===== config.mk =====
export PLATFORM = sky130hd
export DESIGN_NAME = count_nbit_mod
export DESIGN_NICKNAME = d
export VERILOG_FILES = /design/src/rtl/count_nbit_mod_pkg.sv /design/src/rtl/count_nbit_mod_tff_cell.sv /design/src/rtl/count_nbit_mod.sv
export SDC_FILE = /design/constraint.sdc
export NUM_CORES = 1
export LEC_CHECK = 0
export ABC_AREA = 1
export BUFFER_PORTS_ARGS = -buffer_cell sky130_fd_sc_hd__buf_2
export CELL_PAD_IN_SITES_DETAIL_PLACEMENT = 0
export CELL_PAD_IN_SITES_GLOBAL_PLACEMENT = 1
export CORE_UTILIZATION = 30
export DETAILED_ROUTE_END_ITERATION = 16
export PLACE_DENSITY = 0.79
export SLEW_MARGIN = 20
export SYNTH_ARGS = -nofsm -noshare
export SYNTH_HDL_FRONTEND = slang
export SYNTH_SLANG_ARGS = --single-unit

===== constraint.sdc =====
create_clock -name i_clock -period 1.5 [get_ports i_clock]
set_clock_uncertainty 0.1 [all_clocks]
set_input_delay 0.075 -clock i_clock [delete_from_list [all_inputs] [get_ports i_clock]]
set_output_delay 0.075 -clock i_clock [all_outputs]
set_load 0.02 [all_outputs]

===== src/rtl/count_nbit_mod_pkg.sv =====
// Shared constants, action encoding and parameter checks for the modulus counter.
// Pure declarations; no timing and no flow control.
package count_nbit_mod_pkg;

   localparam logic CNT_UP   = 1'b1;
   localparam logic CNT_DOWN = 1'b0;

   localparam int CNT_WRAP = 0;
   localparam int CNT_SAT  = 1;

   typedef enum logic [2:0] {
      ACT_HOLD    = 3'd0,
      ACT_LOAD    = 3'd1,
      ACT_INC     = 3'd2,
      ACT_DEC     = 3'd3,
      ACT_WRAP_UP = 3'd4,
      ACT_WRAP_DN = 3'd5
   } cnt_action_e;

   function automatic bit cnt_params_ok(input int width, input longint modulus);
      return (width >= 1) && (width <= 31) &&
             (modulus >= 2) && (modulus <= (64'sd1 <<< width));
   endfunction

   // The binary carry chain only matches modulo behaviour when every code is used.
   function automatic bit cnt_full_range(input int width, input longint modulus);
      return modulus == (64'sd1 <<< width);
   endfunction

endpackage


===== src/rtl/count_nbit_mod_tff_cell.sv =====
// One counter bit: toggles on a rising edge when i_t is high; updates one edge after i_t.
// Asynchronous active-high clear; no flow control.
module tff_cell (
   input  logic i_clock,
   input  logic i_clear,
   input  logic i_t,
   output logic o_q
);

   logic r_q;

   always_ff @(posedge i_clock or posedge i_clear) begin
      if (i_clear) begin
         r_q <= 1'b0;
      end else if (i_t) begin
         r_q <= ~r_q;
      end
   end

   assign o_q = r_q;

endmodule


===== src/rtl/count_nbit_mod.sv =====
// Up/down modulo counter with load, wrap/saturate and cascadable terminal count, built from T cells.
// Q and wrap update one edge after sampling; TC is combinational; no backpressure.
module count_nbit_mod
   import count_nbit_mod_pkg::*;
#(
   parameter int     WIDTH    = 16,
   parameter longint MODULUS  = 65536,
   parameter int     SATURATE = 0
) (
   input  logic             i_clock,
   input  logic             i_clear,
   input  logic             i_enable,
   input  logic             i_up,
   input  logic             i_load,
   input  logic [WIDTH-1:0] i_d,
   output logic [WIDTH-1:0] o_q,
   output logic             o_tc,
   output logic             o_wrap
);

   if (!cnt_params_ok(WIDTH, MODULUS)) begin : g_param_check
      $error("count_nbit_mod: need 1 <= WIDTH <= 31 and 2 <= MODULUS <= 2**WIDTH");
   end

   localparam logic [WIDTH-1:0] MAX_VAL    = WIDTH'(MODULUS - 1);
   localparam logic [WIDTH:0]   MOD_EXT    = (WIDTH+1)'(MODULUS);
   localparam bit               FULL_RANGE = cnt_full_range(WIDTH, MODULUS);

   logic [WIDTH-1:0] w_q;
   logic [WIDTH-1:0] w_t;
   logic [WIDTH-1:0] w_load_val;
   logic             w_at_max;
   logic             w_at_zero;
   logic             w_at_term;
   logic             w_wrap_next;
   cnt_action_e      w_action;
   logic             r_wrap;

   assign w_at_max   = (w_q == MAX_VAL);
   assign w_at_zero  = (w_q == '0);
   assign w_at_term  = (i_up == CNT_UP) ? w_at_max : w_at_zero;
   assign w_load_val = ({1'b0, i_d} < MOD_EXT) ? i_d : MAX_VAL;

   always_comb begin
      w_action = ACT_HOLD;
      if (i_load) begin
         w_action = ACT_LOAD;
      end else if (i_enable) begin
         if (!w_at_term) begin
            w_action = (i_up == CNT_UP) ? ACT_INC : ACT_DEC;
         end else if (SATURATE == CNT_SAT) begin
            w_action = ACT_HOLD;
         end else begin
            w_action = (i_up == CNT_UP) ? ACT_WRAP_UP : ACT_WRAP_DN;
         end
      end
   end

   assign w_wrap_next = (w_action == ACT_WRAP_UP) || (w_action == ACT_WRAP_DN);

   if (FULL_RANGE) begin : g_carry_chain
      // Natural binary rollover: all-ones chain gives the wrap for free.
      logic [WIDTH-1:0] w_chain_up;
      logic [WIDTH-1:0] w_chain_dn;

      assign w_chain_up[0] = 1'b1;
      assign w_chain_dn[0] = 1'b1;
      for (genvar gi = 1; gi < WIDTH; gi++) begin : g_chain
         assign w_chain_up[gi] = w_chain_up[gi-1] &  w_q[gi-1];
         assign w_chain_dn[gi] = w_chain_dn[gi-1] & ~w_q[gi-1];
      end

      always_comb begin
         w_t = '0;
         case (w_action)
            ACT_LOAD:             w_t = w_load_val ^ w_q;
            ACT_INC, ACT_WRAP_UP: w_t = w_chain_up;
            ACT_DEC, ACT_WRAP_DN: w_t = w_chain_dn;
            default:              w_t = '0;
         endcase
      end
   end else begin : g_modulo
      logic [WIDTH-1:0] w_q_next;

      always_comb begin
         w_q_next = w_q;
         case (w_action)
            ACT_LOAD:    w_q_next = w_load_val;
            ACT_INC:     w_q_next = w_q + 1'b1;
            ACT_DEC:     w_q_next = w_q - 1'b1;
            ACT_WRAP_UP: w_q_next = '0;
            ACT_WRAP_DN: w_q_next = MAX_VAL;
            default:     w_q_next = w_q;
         endcase
      end

      assign w_t = w_q_next ^ w_q;
   end

   for (genvar gb = 0; gb < WIDTH; gb++) begin : g_bit
      tff_cell u_cell (
         .i_clock (i_clock),
         .i_clear (i_clear),
         .i_t     (w_t[gb]),
         .o_q     (w_q[gb])
      );
   end

   always_ff @(posedge i_clock or posedge i_clear) begin
      if (i_clear) begin
         r_wrap <= 1'b0;
      end else begin
         r_wrap <= w_wrap_next;
      end
   end

   assign o_q    = w_q;
   assign o_tc   = i_enable & ~i_load & w_at_term;
   assign o_wrap = r_wrap;

endmodule


# Word-level counts from Yosys, hierarchy flattened
# Cells that the tools add are included.
# word_totals
regBits	17
input_bits	21
# op_classes
n_eq_ne	6
muxes	7
bitwise	48
reduce_logical	4
# ops
op	n
$pmux 16 s3	1
$and 1x1->1	30
$not 1->1	17
$eq 16x16->1 const B	1
$logic_not 16->1	1
$xor 16x16->16	1
$mux 3	3
$eq 3x2->1 const B	2
$eq 3x3->1 const B	2
$reduce_or 2->1	2
$eq 3x1->1 const B	1
$mux 1	3
$logic_or 1x1->1	1

# Longest topological paths before layout
# logic_depth
ltp_word	16
mapped_depth	11

# Hierarchy
# A second synthesis with hierarchy kept.
# hier_totals
cells_unflattened	234
hier_area_um2	1463.9
# by_module_without_submodules
module	instances	cells_per_inst	area_per_inst_um2	seq_area_each_um2
tff_cell	16	7	47.5	25.0
count_nbit_mod	1	122	703.2	25.0

# Least setup slack after synthesis
# No wires, ideal clock.
# synth_path
kind	reg2out
start	reg g_bit[8].u_cell.r_q
end	out o_tc
arrival_time_ns	1.564
setup_slack_ns	-0.239
path_stages_with_launch	8
path_buffers	1
path_cell_list	dfrtp_1 > clkbuf_1 > nand2_1 > inv_1 > nand3_1 > nor3_1 > a31oi_1 > nor3_1
# synth_via
elab_chain_cells	3
word_cells_on_any_way	4
cone_classes	eq/ne: 1; mux: 1; bitwise: 1; reduce/logical: 1
# synth_lines
element	line	source
start, declared	count_nbit_mod_tff_cell.sv:10	logic r_q;
start signal, assigned	count_nbit_mod_tff_cell.sv:16	r_q <= ~r_q;
$eq 16x16->1 or $logic_not 16->1 (tied branches)	count_nbit_mod.sv:39, count_nbit_mod.sv:40	
$mux 1 (*)	count_nbit_mod.sv:41	assign w_at_term = (i_up == CNT_UP) ? w_at_max : w_at_zero;
$and 1x1->1 (*)	count_nbit_mod.sv:118	assign o_tc = i_enable & ~i_load & w_at_term;
end, declared	count_nbit_mod.sv:17	output logic o_tc,
# Mark *: on every way between the ends. The rest lies on a longest branch, timed or not.

# Worst setup path in the final report
# Ends and elaborated chain as after synthesis.

==> impl_metrics.env <==
export IMPL_syn_inst=195
export IMPL_first_global_vias=1393
export IMPL_grt_overflow=0
export IMPL_core_area_mm2=0.004444
export IMPL_synth_seq_cells=17
export IMPL_worst_slew_pin_slew_ps=421.6
export IMPL_holdCritPathClass="primary input to flip-flop"
export IMPL_cts_tree="done"
export IMPL_clockBufferDepth=2
export IMPL_worstPathRequired_ps=1320
export IMPL_netSwitchingFraction_pct=46.31
export IMPL_ys_types=30
export IMPL_syn_area_mm2=0.001408
export IMPL_ant_nets=0
export IMPL_synth_top_area_share_pct=30.22
export IMPL_power_switching_uw=1538
export IMPL_use_met1_pct=23.60
export IMPL_drtIter0Drc=111
export IMPL_drive_gt1_share_pct=48.11
export IMPL_synth_top_family_by_area="simple AND/OR/NAND/NOR gates"
export IMPL_start_kind="flip-flop"
export IMPL_final_hold_violation_count=0
export IMPL_setup_violations=8
export IMPL_cp_end_kind="output pin"
export IMPL_ys_seq_area_share_pct=30.22
export IMPL_use_met3_pct=1.876
export IMPL_dpl_hpwl_um=2846
export IMPL_num_rows=24
export IMPL_start_util_pct=31.67
export IMPL_final_cell_mix="46 x buf_4, 37 x buf_2, 26 x nand2_1, 20 x inv_1, 17 x dfrtp_1"
export IMPL_grt_pass1_wl_um=6423
export IMPL_fill_cells=435
export IMPL_clkTransAtPathRegs_ps=70
export IMPL_synth_top_area_cell="dfrtp_1"
export IMPL_io_pins=39
export IMPL_p_leak_uw=0.001069
export IMPL_max_vdd_ir_drop_v=0.0005239
export IMPL_p_comb_share_pct=63.9
export IMPL_fin_util_pct=46.85
export IMPL_max_freq_mhz=572.8
export IMPL_p_int_uw=1784
export IMPL_critical_path_class="flip-flop to output pin"
export IMPL_dp_cells=299
export IMPL_cp_arrival_ps=1570
export IMPL_rsz0062_at_grt="yes"
export IMPL_wirelength_um=4032
export IMPL_fin_ws_ps=-245.7
export IMPL_dieArea_mm2=0.004970
export IMPL_io_buffer_count=38
export IMPL_fin_nets=286
export IMPL_power_frac_clock_pct=10.9
export IMPL_hold_ws_ps=38.51
export IMPL_status="complete, but fails checks"
export IMPL_grt_util_all_layers_pct=16.42
export IMPL_synth_warnings=0
export IMPL_p_per_area_mw_per_mm2=1596
export IMPL_crit_path_max_fanout=5
export IMPL_die_height_um=70.50
export IMPL_slew_headroom_pct=71.68
export IMPL_grt_max_degree=18
export IMPL_instances_no_fill=316
export IMPL_vias=1487
export IMPL_grtUsageMet2_pct=25.57
export IMPL_vias_per_cell=4.706
export IMPL_first_pass_iters=4
export IMPL_routabilityCongestion=0.7899
export IMPL_slew_viol_final=0
export IMPL_synth_mux_area_share_pct=0.7111
export IMPL_cts_sinks=17
export IMPL_grt_busiest_layer="met2"
export IMPL_seqPwrFrac_pct=25.2
export IMPL_cts_htree_levels=1
export IMPL_wire_per_inst_um=12.76
export IMPL_violations="setup timing"
export IMPL_n_antenna_cell=0
export IMPL_die_x_um=70.50
export IMPL_syn_nets=216
export IMPL_fin_crit_sh_pct=116.4
export IMPL_period_minus_slack_ps=1746
export IMPL_synthAdderAreaFrac_pct=0
export IMPL_maxCapViolCount=0
export IMPL_synth_compound_area_share_pct=13.33
export IMPL_syn2layout_area_growth_pct=47.91
export IMPL_final_common_cell="buf_4"
export IMPL_avgSynthCellArea_um2=7.218
export IMPL_synth_xor_area_share_pct=5.600
export IMPL_cts_buffers=3
export IMPL_antenna_found_initial=0
export IMPL_cts_root_buf="clkbuf_8"
export IMPL_yosys_area_share_simple_pct=32.98
export IMPL_synth_area_top_cells="dfrtp_1 30%, nand2_1 8.8%, buf_4 8.5%, inv_1 5.6%, xor2_1 5.6%"
export IMPL_drc=0
export IMPL_clk_latency_ps=260
Yosys cell counts:
cell type,number
inv_2,2
inv_1,21
nor2_2,1
nand2_1,33
nand2_4,1
nor2_4,2
nor4_1,2
nor2_1,12
nor2_8,1
nand2_2,1
mux2i_1,1
buf_4,16
nand3b_1,1
nand3_1,15
clkbuf_1,5
o21ai_0,14
nand4_2,1
a31oi_1,2
nor3_4,1
nand4_4,1
xor2_1,9
inv_4,1
a21oi_1,14
o21ai_1,1
buf_2,2
dfrtp_1,17
nor3_1,6
o211ai_1,4
nand3_2,1
nand4_1,7
metal layers:
layer | up-vias | part of all wire (%)
li1 | 773 | -
met1 | 670 | 48
met2 | 40 | 47
met3 | 4 | 4.1
met4 | 0 | 0.79
met5 | - | 0
per-stage QoR:
step,total power [uW],area [um^2],TNS [ps],worst slack (ps)
after floorplan,2062,1426,0,4.953
after global placement,2637,1808,-8.166,-8.166
after detailed placement,2650,1808,-70.62,-30.65
after CTS,3179,1987,-401.0,-213.9
after global routing,3585,2082,-1966,-378.7
final,3322,2082,-687.8,-245.7
critical path: stages (launching register included):
cell,delay (ps)
dfrtp_1,400
buf_4,170
nor4_4,290
a31oi_2,150
nor3_2,140
buf_4,160
cells by family after synthesis:
family / count (synthesis)
multiplexers: 1
flip-flops: 17
AND/OR/NAND/NOR: 86
AO/OA/AOI/OAI: 35
buffers and inverters: 47
XOR/XNOR: 9
final timing paths:
check,start,to,slack (ps),depth (start not counted)
max in group asynchronous,i_clear,g_bit[4].u_cell.o_q,840,4
min in group asynchronous,i_clear,g_bit[8].u_cell.o_q,260,4
hold / removal,i_d[14],g_bit[14].u_cell.o_q,40,5
setup reg to reg,g_bit[0].u_cell.o_q,g_bit[14].u_cell.o_q,-120,10
setup / recovery,g_bit[8].u_cell.o_q,o_tc,-250,5
hold reg to reg,g_bit[7].u_cell.o_q,g_bit[7].u_cell.o_q,490,2
final cells by class:
cell class / instances / area (um^2) / share of cell area [%]
Tap cell: 52 / 65.06 / 3.125
Sequential cell: 17 / 425.4 / 20.43
Inverter: 24 / 92.59 / 4.447
Multi-Input combinational cell: 131 / 869.6 / 41.77
Clock buffer: 4 / 45.04 / 2.163
Timing Repair Buffer: 88 / 584.3 / 28.06
registers in the layout, indices dropped and copies added, names as in the netlist:
signal / cells
o_wrap: 1
g_bit.u_cell.o_q: 16
what timing repair did:
item	in CTS	in global routing
endpoints found under the hold margin	18	0
endpoints found under the setup margin	5	11
setup buffers	7	4
resized for setup	15	16
hold buffers	2	0
pin swaps	5	20
gates cloned	0	0
power by group through the flow:
stage	clock network (uW)	registers (uW)	logic (uW)
final	362	836	2120
after global routing	392	856	2340
after CTS	368	815	2000
after detailed placement	0	822	1830
after global placement	0	811	1830
after floorplan	0	812	1250
No activity file was read; power rests on OpenSTA's default activity.
